## src/rtl/preadd_mac_pipe_pkg.sv

```systemverilog
// -----------------------------------------------------------------------------
// preadd_mac_pkg
// Shared constants and helpers for the pre-add / multiply / accumulate
// pipeline:
//   - clog2 / max2 constant functions
//   - width derivation for the pre-adder, lane product and lane sum
//   - saturation bounds for a W_OUT-bit signed result
//   - mode_t: per-sample mode bits carried alongside the data
// -----------------------------------------------------------------------------
package preadd_mac_pkg;

   typedef struct packed {
      logic rnd;   // round half up instead of floor
      logic sat;   // clamp instead of wrap on overflow
   } mode_t;

   function automatic int clog2(input int v);
      int r;
      r = 0;
      while ((1 << r) < v) r++;
      return r;
   endfunction

   function automatic int max2(input int x, input int y);
      return (x > y) ? x : y;
   endfunction

   // One extra bit so the pre-add can never overflow.
   function automatic int calc_w_pre(input int w_a, input int w_b, input int shift_b);
      return max2(w_a, w_b + shift_b) + 1;
   endfunction

   function automatic int calc_w_p(input int w_pre, input int w_c);
      return w_pre + w_c;
   endfunction

   // Growth of clog2(lanes) bits keeps the lane sum lossless.
   function automatic int calc_w_sum(input int w_p, input int lanes);
      return w_p + clog2(lanes);
   endfunction

   // Largest / smallest W_OUT-bit signed value, returned in 64 bits;
   // callers keep the low W_OUT bits.
   function automatic logic [63:0] sat_max(input int w_out);
      return (64'd1 << (w_out - 1)) - 64'd1;
   endfunction

   function automatic logic [63:0] sat_min(input int w_out);
      return ~sat_max(w_out);
   endfunction

endpackage

```

## src/rtl/preadd_mac_pipe_if.sv

```systemverilog
// -----------------------------------------------------------------------------
// preadd_mac_pipe_if
// Sample/control bus of the pre-add MAC pipeline.
//   master: drives ce, in_valid, a, b, c, rnd_en, sat_en, clr
//           and observes y, out_valid, out_ovf, ovf_sticky
//   slave : the pipeline itself (opposite directions)
// a/b/c pack lane i at [i*W +: W], each lane signed.
// -----------------------------------------------------------------------------
interface preadd_mac_pipe_if #(
   parameter int LANES = 2,
   parameter int W_A   = 18,
   parameter int W_B   = 8,
   parameter int W_C   = 12,
   parameter int W_OUT = 36
);
   logic                     ce;
   logic                     in_valid;
   logic [LANES*W_A-1:0]     a;
   logic [LANES*W_B-1:0]     b;
   logic [LANES*W_C-1:0]     c;
   logic                     rnd_en;
   logic                     sat_en;
   logic                     clr;
   logic signed [W_OUT-1:0]  y;
   logic                     out_valid;
   logic                     out_ovf;
   logic                     ovf_sticky;

   modport master (
      output ce, in_valid, a, b, c, rnd_en, sat_en, clr,
      input  y, out_valid, out_ovf, ovf_sticky
   );

   modport slave (
      input  ce, in_valid, a, b, c, rnd_en, sat_en, clr,
      output y, out_valid, out_ovf, ovf_sticky
   );
endinterface

```

## src/rtl/preadd_mult_lane.sv

```systemverilog
// -----------------------------------------------------------------------------
// preadd_mult_lane
// One product lane, stages 1-3: p = (a + (b <<< SHIFT_B)) * c.
//   clk, rst_n : clock, asynchronous active-low reset
//   ce         : clock enable, all registers hold when low
//   a_i/b_i/c_i: signed lane operands
//   p_o        : signed lane product, three registered stages after a_i
// -----------------------------------------------------------------------------
module preadd_mult_lane
   import preadd_mac_pkg::*;
#(
   parameter  int W_A     = 18,
   parameter  int W_B     = 8,
   parameter  int SHIFT_B = 5,
   parameter  int W_C     = 12,
   localparam int W_PRE   = calc_w_pre(W_A, W_B, SHIFT_B),
   localparam int W_P     = calc_w_p(W_PRE, W_C)
) (
   input  logic                  clk,
   input  logic                  rst_n,
   input  logic                  ce,
   input  logic signed [W_A-1:0] a_i,
   input  logic signed [W_B-1:0] b_i,
   input  logic signed [W_C-1:0] c_i,
   output logic signed [W_P-1:0] p_o
);
   logic signed [W_PRE-1:0] pre_d, pre_q;
   logic signed [W_C-1:0]   c_q;
   logic signed [W_P-1:0]   prod_q, p_q;

   // Both operands sign-extended to W_PRE before shifting/adding.
   assign pre_d = W_PRE'(a_i) + (W_PRE'(b_i) <<< SHIFT_B);

   // c is registered next to pre so both reach the multiplier together;
   // the product gets an extra output register for DSP pipelining.
   always_ff @(posedge clk or negedge rst_n) begin
      if (!rst_n) begin
         pre_q  <= '0;
         c_q    <= '0;
         prod_q <= '0;
         p_q    <= '0;
      end else if (ce) begin
         pre_q  <= pre_d;
         c_q    <= c_i;
         prod_q <= W_P'(pre_q) * W_P'(c_q);
         p_q    <= prod_q;
      end
   end

   assign p_o = p_q;
endmodule

```

## src/rtl/preadd_mac_pipe.sv

```systemverilog
// -----------------------------------------------------------------------------
// preadd_mac_pipe
// Five-stage pipelined Y = sum_i (A_i + (B_i <<< SHIFT_B)) * C_i with output
// shift, optional round-half-up and optional saturation.
//   clk, rst_n : clock, asynchronous active-low reset
//   bus (slave): ce, in_valid, a, b, c, rnd_en, sat_en, clr in;
//                y, out_valid, out_ovf, ovf_sticky out
// Stages: 1-3 per lane (preadd_mult_lane), 4 lane sum, 5 scale/round/sat.
// -----------------------------------------------------------------------------
module preadd_mac_pipe
   import preadd_mac_pkg::*;
#(
   parameter int LANES     = 2,
   parameter int W_A       = 18,
   parameter int W_B       = 8,
   parameter int SHIFT_B   = 5,
   parameter int W_C       = 12,
   parameter int OUT_SHIFT = 0,
   parameter int W_OUT     = 36
) (
   input  logic             clk,
   input  logic             rst_n,
   preadd_mac_pipe_if.slave bus
);
   localparam int W_PRE = calc_w_pre(W_A, W_B, SHIFT_B);
   localparam int W_P   = calc_w_p(W_PRE, W_C);
   localparam int W_SUM = calc_w_sum(W_P, LANES);
   localparam int W_T   = W_SUM + 1;
   // Working width for the range check: never narrower than the output.
   localparam int W_E   = max2(W_T, W_OUT);
   localparam logic signed [W_T-1:0]   RND_K = W_T'(1) << ((OUT_SHIFT > 0) ? OUT_SHIFT - 1 : 0);
   localparam logic signed [W_OUT-1:0] Y_MAX = W_OUT'(sat_max(W_OUT));
   localparam logic signed [W_OUT-1:0] Y_MIN = W_OUT'(sat_min(W_OUT));

   // ---------------- stages 1-3: lanes ----------------
   logic signed [W_P-1:0] p_lane [LANES];

   for (genvar gi = 0; gi < LANES; gi++) begin : g_lane
      preadd_mult_lane #(
         .W_A     (W_A),
         .W_B     (W_B),
         .SHIFT_B (SHIFT_B),
         .W_C     (W_C)
      ) u_lane (
         .clk   (clk),
         .rst_n (rst_n),
         .ce    (bus.ce),
         .a_i   (bus.a[gi*W_A +: W_A]),
         .b_i   (bus.b[gi*W_B +: W_B]),
         .c_i   (bus.c[gi*W_C +: W_C]),
         .p_o   (p_lane[gi])
      );
   end

   // ---------------- sideband ----------------
   // Valid runs the full depth; mode bits are consumed by stage 5, which
   // works on the output of register level 4.
   logic [4:0] vld_q;
   mode_t      mode_q [4];

   always_ff @(posedge clk or negedge rst_n) begin
      if (!rst_n) begin
         vld_q <= '0;
         for (int i = 0; i < 4; i++) mode_q[i] <= '0;
      end else if (bus.ce) begin
         vld_q     <= {vld_q[3:0], bus.in_valid};
         mode_q[0] <= '{rnd: bus.rnd_en, sat: bus.sat_en};
         for (int i = 1; i < 4; i++) mode_q[i] <= mode_q[i-1];
      end
   end

   // ---------------- stage 4: lane sum ----------------
   logic signed [W_SUM-1:0] sum_d, sum_q;

   always_comb begin
      sum_d = '0;
      for (int i = 0; i < LANES; i++) sum_d = sum_d + W_SUM'(p_lane[i]);
   end

   // ---------------- stage 5: round, shift, range ----------------
   logic signed [W_T-1:0]     rnd_add, t_rnd, t;
   logic signed [W_E-1:0]     t_e;
   logic [W_E-W_OUT:0]        hi;
   logic                      ovf_d;
   logic signed [W_OUT-1:0]   y_d;

   assign rnd_add = (mode_q[3].rnd && (OUT_SHIFT > 0)) ? RND_K : '0;
   assign t_rnd   = W_T'(sum_q) + rnd_add;
   assign t       = t_rnd >>> OUT_SHIFT;
   assign t_e     = W_E'(t);
   // t fits W_OUT exactly when every bit from the output sign bit upward
   // agrees with it.
   assign hi      = t_e[W_E-1:W_OUT-1];
   assign ovf_d   = !((&hi) || !(|hi));

   always_comb begin
      y_d = t_e[W_OUT-1:0];
      if (ovf_d && mode_q[3].sat) y_d = t_e[W_E-1] ? Y_MIN : Y_MAX;
   end

   logic signed [W_OUT-1:0] y_q;
   logic                    ovf_q;
   logic                    sticky_q;

   always_ff @(posedge clk or negedge rst_n) begin
      if (!rst_n) begin
         sum_q <= '0;
         y_q   <= '0;
         ovf_q <= 1'b0;
      end else if (bus.ce) begin
         sum_q <= sum_d;
         y_q   <= y_d;
         ovf_q <= vld_q[3] && ovf_d;   // qualified by the sample's valid
      end
   end

   // Sticky runs off the displayed outputs and ignores ce; set beats clr.
   always_ff @(posedge clk or negedge rst_n) begin
      if (!rst_n) sticky_q <= 1'b0;
      else        sticky_q <= (vld_q[4] && ovf_q) || (sticky_q && !bus.clr);
   end

   assign bus.y          = y_q;
   assign bus.out_valid  = vld_q[4];
   assign bus.out_ovf    = ovf_q;
   assign bus.ovf_sticky = sticky_q;
endmodule

```

## src/flat_wrapper.sv

```systemverilog
// flat-port wrapper written by rule: the top's interface ports become plain ports
module preadd_mac_pipe_flat import preadd_mac_pkg::*;
#(
   parameter int LANES     = 2,
   parameter int W_A       = 18,
   parameter int W_B       = 8,
   parameter int SHIFT_B   = 5,
   parameter int W_C       = 12,
   parameter int OUT_SHIFT = 0,
   parameter int W_OUT     = 36
)
  (clk, rst_n, bus_ce, bus_in_valid, bus_a, bus_b, bus_c, bus_rnd_en, bus_sat_en, bus_clr, bus_y, bus_out_valid, bus_out_ovf, bus_ovf_sticky);
  preadd_mac_pipe_if #(.LANES(LANES), .W_A(W_A), .W_B(W_B), .W_C(W_C), .W_OUT(W_OUT)) bus_i ();
  input  logic clk;
  input  logic rst_n;
  input wire logic [$bits(bus_i.ce)-1:0] bus_ce;
  input wire logic [$bits(bus_i.in_valid)-1:0] bus_in_valid;
  input wire logic [$bits(bus_i.a)-1:0] bus_a;
  input wire logic [$bits(bus_i.b)-1:0] bus_b;
  input wire logic [$bits(bus_i.c)-1:0] bus_c;
  input wire logic [$bits(bus_i.rnd_en)-1:0] bus_rnd_en;
  input wire logic [$bits(bus_i.sat_en)-1:0] bus_sat_en;
  input wire logic [$bits(bus_i.clr)-1:0] bus_clr;
  output wire logic [$bits(bus_i.y)-1:0] bus_y;
  output wire logic [$bits(bus_i.out_valid)-1:0] bus_out_valid;
  output wire logic [$bits(bus_i.out_ovf)-1:0] bus_out_ovf;
  output wire logic [$bits(bus_i.ovf_sticky)-1:0] bus_ovf_sticky;
  assign bus_i.ce = bus_ce;
  assign bus_i.in_valid = bus_in_valid;
  assign bus_i.a = bus_a;
  assign bus_i.b = bus_b;
  assign bus_i.c = bus_c;
  assign bus_i.rnd_en = bus_rnd_en;
  assign bus_i.sat_en = bus_sat_en;
  assign bus_i.clr = bus_clr;
  assign bus_y = bus_i.y;
  assign bus_out_valid = bus_i.out_valid;
  assign bus_out_ovf = bus_i.out_ovf;
  assign bus_ovf_sticky = bus_i.ovf_sticky;
  preadd_mac_pipe #(.LANES(LANES), .W_A(W_A), .W_B(W_B), .SHIFT_B(SHIFT_B), .W_C(W_C), .OUT_SHIFT(OUT_SHIFT), .W_OUT(W_OUT)) u_core (.clk(clk), .rst_n(rst_n), .bus(bus_i));
endmodule
```

## config.mk

```make
export PLATFORM = sky130hd
export DESIGN_NAME = preadd_mac_pipe_flat
export DESIGN_NICKNAME = d
export VERILOG_FILES = /design/src/rtl/preadd_mac_pipe_pkg.sv /design/src/rtl/preadd_mac_pipe_if.sv /design/src/rtl/preadd_mult_lane.sv /design/src/rtl/preadd_mac_pipe.sv /design/src/flat_wrapper.sv
export SDC_FILE = /design/constraint.sdc
export NUM_CORES = 2
export LEC_CHECK = 0
export ABC_CLOCK_PERIOD_IN_PS = 5500
export CAP_MARGIN = 10
export CORE_MARGIN = 8
export CORE_UTILIZATION = 45
export CTS_CLUSTER_DIAMETER = 30
export CTS_CLUSTER_SIZE = 30
export DETAILED_ROUTE_END_ITERATION = 8
export PLACE_DENSITY = 0.68
export SETUP_SLACK_MARGIN = 0.5
export SYNTH_ARGS = -nofsm -noshare
export SYNTH_HDL_FRONTEND = slang
export SYNTH_HIERARCHICAL = 1
export SYNTH_SLANG_ARGS = --single-unit
```

## constraint.sdc

```tcl
create_clock -name clk -period 5.5 [get_ports clk]
set_clock_uncertainty 0.15 [all_clocks]
set_input_delay 0.825 -clock clk [delete_from_list [all_inputs] [get_ports clk]]
set_output_delay 0.825 -clock clk [all_outputs]
set_load 0.02 [all_outputs]
```

-- Yosys cells after proc, flatten, opt, wreduce, memory -nomap -nowiden
Cells that the tools add are included.
- add/sub/neg operators: 3
- multipliers: 2
- reductions and logical operators: 2
- operators with widths (cell ; count):
    $mul 19x12->31 ; 2
    $add 18x13->19 ; 2
    $add 31x31->32 ; 1
    $logic_and 1x1->1 ; 1
    $logic_not 1->1 ; 1
- register bits after elaboration: 256
- input bits: 83
- output and inout port bits: 39
- word-level logic and storage cells: 19

-- Longest topological paths before layout
- depth in word-level cells: 2
- depth in mapped cells: 21
- gate-level depth less buffers: 20

-- Cells and area by module
Netlist, hierarchy kept.
- by module, submodules not included (module ; instances ; cells an instance ; area an instance (um^2) ; sequential area each (um^2)):
    preadd_mult_lane (u_core.g_lane[0].u_lane) ; 1 ; 1252 ; 12221.7 ; 2327.2
    preadd_mult_lane (u_core.g_lane[1].u_lane) ; 1 ; 1211 ; 11950.2 ; 2327.2
    preadd_mac_pipe ; 1 ; 381 ; 4154.0 ; 1751.7

-- Least setup slack after synthesis
Ideal clock, no wire load.
- path kind: register to register
- start: reg u_core.g_lane[0].u_lane.pre_q[18]
- end: reg u_core.g_lane[0].u_lane.prod_q[30]
- library setup time: 0.126 ns
- arrival: 5.229 ns
- required time: 5.224 ns
- setup slack: -0.005 ns
- cell stages (with the launch flop): 19
- path buffers: 1
- clock period less this slack: 5.505 ns
- cell sequence: dfrtp_1 clkbuf_1 nand2_1 fa_1 inv_1 fa_1 inv_1 fa_1 inv_1 fa_1 inv_1 fa_1 inv_1 ha_1 a21o_1 a21o_1 a221oi_1 o21ai_0 a221o_1
- cells in the longest elaborated chain, start to end: 1
- RTL lines (item ; RTL line ; source):
    start, declared ; preadd_mult_lane.sv:27 ; logic signed [W_PRE-1:0] pre_d, pre_q;
    start signal, assigned ; preadd_mult_lane.sv:43 ; pre_q <= pre_d;
    $mul 19x12->31 ; preadd_mult_lane.sv:45 ; prod_q <= W_P'(pre_q) * W_P'(c_q);
    end signal, assigned ; preadd_mult_lane.sv:45 ;
    end, declared ; preadd_mult_lane.sv:29 ; logic signed [W_P-1:0] prod_q, p_q;
No other way between the ends.
A chain may end at the register's enable or synchronous reset.

-- Worst setup path after layout
- start: reg u_core.g_lane[1].u_lane.c_q[6]
- end: reg u_core.g_lane[1].u_lane.prod_q[28]
- cells in the longest elaborated chain, start to end: 1
- RTL lines (item ; RTL line ; source):
    start, declared ; preadd_mult_lane.sv:28 ; logic signed [W_C-1:0] c_q;
    start signal, assigned ; preadd_mult_lane.sv:44 ; c_q <= c_i;
    $mul 19x12->31 ; preadd_mult_lane.sv:45 ;
    end signal, assigned ; preadd_mult_lane.sv:45 ;
    end, declared ; preadd_mult_lane.sv:29 ;
No other way between the ends.

==> impl_metrics.csv <==
group,metric,value,unit
status,outcome,"completed",
setup_path,crit_cells,20,
synthesis,synth_nets,3533,
die,pin_count,122,
drt,post_drt_wl_per_cell,16.39,microns
placed_design,dp_hpwl,49540,microns
clock_tree,ctsHoldBuffers,0,
synthesis,syn_inst,2844,
setup_path,worstPathCellList,"buf_6, and2_4, fa_1, inv_1, fa_1, inv_1, fa_1, fa_1, inv_1, fa_1, inv_2, ha_4, o211ai_1, a21oi_1, a21bo_2, o21a_4, o31ai_4, a21oi_2, or4_1, nand3_1",
drt,drcViolationCount,0,
setup_path,crit_slowest_cell,"fa_1",
global_routing,grt_usage,19.10,%
run,cap_viol_max_count,0,
synthesis,yosysWarnings,6,
finish,diodes,0,
clock_tree,clockBufferDepth,3,
global_routing,grt_pass1_wl,112700,microns
finish,finalNonFillerCells,4122,
die,design.core.area,62620,sq um
global_routing,grt_overflow,0,
drt,via_count,21142,
global_routing,antenna_found_initial,0,
finish,drive_gt1_share,29.03,%
timing,setup_viol,0,
timing,hold_violations,0,
timing,fin_crit_sh,99.52,%
setup_path,critPathKind,"reg -> reg",
setup_path,start_kind,"flop",
placed_design,dpl_cell_area,32030,sq um
setup_path,critPathBufInv,5,
synthesis,yosysUniqueCellTypes,85,
die,die_h,266.9,microns
drt,dr.pass1.iters,5,
clock_tree,cts.sink_count,256,
global_routing,grt_start_max_net_pins,121,
timing,timing.slew.headroom,50.41,%
clock_tree,clkSlewWorstSetupHoldPaths,0.05,ns
placed_design,dp_cells,3890,
timing,slew_viol_final,0,
timing,hold_slack,0.1175,ns
placed_design,io_buffers,118,
die,die_w,266.9,microns
setup_path,cp_slowest_stage_delay,0.52,ns
drt,wl,67550,microns
setup_path,ff2ff_path_depth,20,
timing,tightest_slew,0.7438,ns
setup_path,critPathCapture,"u_core/g_lane[1].u_lane/prod_q[28]",
synthesis,synth_ff_type,"dfrtp_1",
placed_design,place_congestion,0.8986,
drt,detail_route.vias_per_cell,5.129,
synthesis,seq_area_frac_synth,22.62,%
die,die_area,71230,sq um
synthesis,netlist_area,28330,sq um
die,rows,92,
clock_tree,clk_latency,0.61,ns
finish,design_area,36570,sq um
synthesis,avgSynthCellArea,9.960,sq um
drt,drt_iter0_drc,1121,
setup_path,timing.rr.end,"u_core/g_lane[1].u_lane/prod_q[28]",
timing,rsz0062_at_grt,"true",
drt,ant_nets,0,
worst_hold_path,hold_class,"in -> async",
setup_path,cp_top_family,"adder cells",
synthesis,async_flop_share,100.0,%
clock_tree,h-tree-depth,2,
synthesis,synth-seq-cells,256,
setup_path,critPathMostFrequentCell,"fa_1",
finish,syn2layout_area_growth,29.10,%
setup_path,crit_start,"u_core/g_lane[1].u_lane/c_q[6]",
global_routing,grt_pass1_vias,23202,
setup_path,cp_data_required_time,5.87,ns
setup_path,worstPathArrival,5.84,ns
timing,min_period,5.474,ns
clock_tree,root_buffer,"clkbuf_16",
synthesis,synth_edf_count,0,
timing,fmax,0.1827,GHz
setup_path,r2r_start,"u_core/g_lane[1].u_lane/c_q[6]",
clock_tree,cts_tree,"yes",
finish,final_nets,3917,
setup_path,cp-end-kind,"flop",
die,initial_core_util,45.23,%
clock_tree,numCtsBuffers,56,
setup_path,cp_max_fo,4,
setup_path,reg2reg_slack,0.03,ns
==> Yosys cell counts (8+ instances only) <==
cell / instances / area (sq um)
or3_1: 9 / 56.30
nor2_1: 87 / 326.6
nand4_1: 13 / 81.33
xnor2_1: 66 / 578.1
nor2b_1: 18 / 112.6
xor2_1: 25 / 219.0
nand2_1: 344 / 1291
a211o_1: 8 / 70.07
a21o_1: 36 / 270.3
o21bai_1: 8 / 60.06
dfrtp_1: 256 / 6406
nor3_1: 14 / 70.07
o31ai_1: 10 / 75.07
a211oi_1: 11 / 82.58
and2_1: 143 / 894.6
o211ai_1: 10 / 75.07
mux2_2: 204 / 2297
o21ai_0: 59 / 295.3
nand2b_1: 18 / 112.6
ha_1: 187 / 2340
nand3_1: 22 / 110.1
o21ai_1: 11 / 55.05
inv_1: 525 / 1971
fa_1: 419 / 8388
o21a_1: 18 / 135.1
a21oi_1: 87 / 435.4
a31oi_1: 9 / 56.30
clkbuf_1: 116 / 435.4
==> registers in the layout, indices dropped and copies added, names as in the netlist <==
name / flops
u_core/g_lane.u_lane/prod_q: 62
u_core/sum_q: 32
u_core/bus.y: 32
u_core/bus.ovf_sticky: 1
u_core/g_lane.u_lane/p_o: 62
u_core/vld_q: 5
u_core/g_lane.u_lane/c_q: 24
u_core/g_lane.u_lane/pre_q: 38
==> layer usage <==
metal  routed length, microns  global-route usage (%)  up-vias
li1                         -                       -     9739
met1                    28250                   24.02    10809
met2                    34080                   32.96      468
met3                     3048                   2.947      126
met4                     2169                   7.308        0
met5                        0                       0        -
==> worst min path at each step <==
stage	to	from	depth (start not counted)	slack, ns
2_1_floorplan	u_core/g_lane[0].u_lane/prod_q[17]	u_core/g_lane[0].u_lane/prod_q[17]	2	0.30
3_3_place_gp	u_core/g_lane[0].u_lane/prod_q[6]	u_core/g_lane[0].u_lane/prod_q[6]	2	0.32
3_5_place_dp	u_core/g_lane[1].u_lane/prod_q[25]	u_core/g_lane[1].u_lane/prod_q[25]	2	0.32
4_1_cts	u_core/bus.y[15]	rst_n	1	0.12
5_1_grt	u_core/bus.y[23]	rst_n	1	0.16
6_report	u_core/bus.y[23]	rst_n	1	0.12
==> stage by stage <==
stage                     setup slack (ns)  setup TNS (ns)  util (%)
after floorplan                     0.2984               0         -
after detailed placement           -0.2704          -2.391     51.15
after CTS                         -0.03401        -0.06359     56.64
final                              0.02643               0     58.40
after global routing               -0.1511          -1.056     58.40
after global placement             -0.1763         -0.7105     51.15
==> repair_timing <==
action                                  CTS  global route
endpoints found under the setup margin   41            40
gates cloned                              3             2
hold endpoints to repair                  0             0
setup buffers                            69            52
gates resized for setup                 213           167
pin swaps                               126           135
==> cell type report <==
cell class                 count  area [sq um]
sequential                   256          6466
fill                        5059         26050
tap                          846          1059
clock inverter                44         457.9
clock buffer                  62          1475
inverter                     525          1976
multi-input combinational   1931         20690
timing repair buffer         458          4442
==> kinds of logic after synthesis <==
kind of cell / Yosys count / synth area share, %
adders and majority gates: 606 / 37.87
DFF: 256 / 22.62
other: 1 / 0.01324
muxes: 207 / 8.220
and+or+nand+nor: 689 / 11.39
buffers and inverters: 657 / 8.914
AOI/OAI and AO/OA: 337 / 8.159
xor gates and xnor gates: 91 / 2.814
==> layout by cell type (no fill, tap or decap), types with 35 or more instances in the layout <==
cell,Yosys,routed
dfrtp_2,0,48
a21o_1,36,35
nor2_1,87,80
nand2_1,344,316
xnor2_1,66,63
mux2_2,204,195
clkdlybuf4s50_1,0,116
buf_4,5,237
and2_1,143,123
dfrtp_1,256,208
ha_1,187,148
a21oi_1,87,65
buf_6,1,66
ha_4,0,36
clkbuf_16,0,59
inv_1,525,491
o21ai_0,59,41
fa_1,419,388
Power is not shown: default switching activity piles up to over one toggle a cycle in this logic, so the estimate is an artifact.
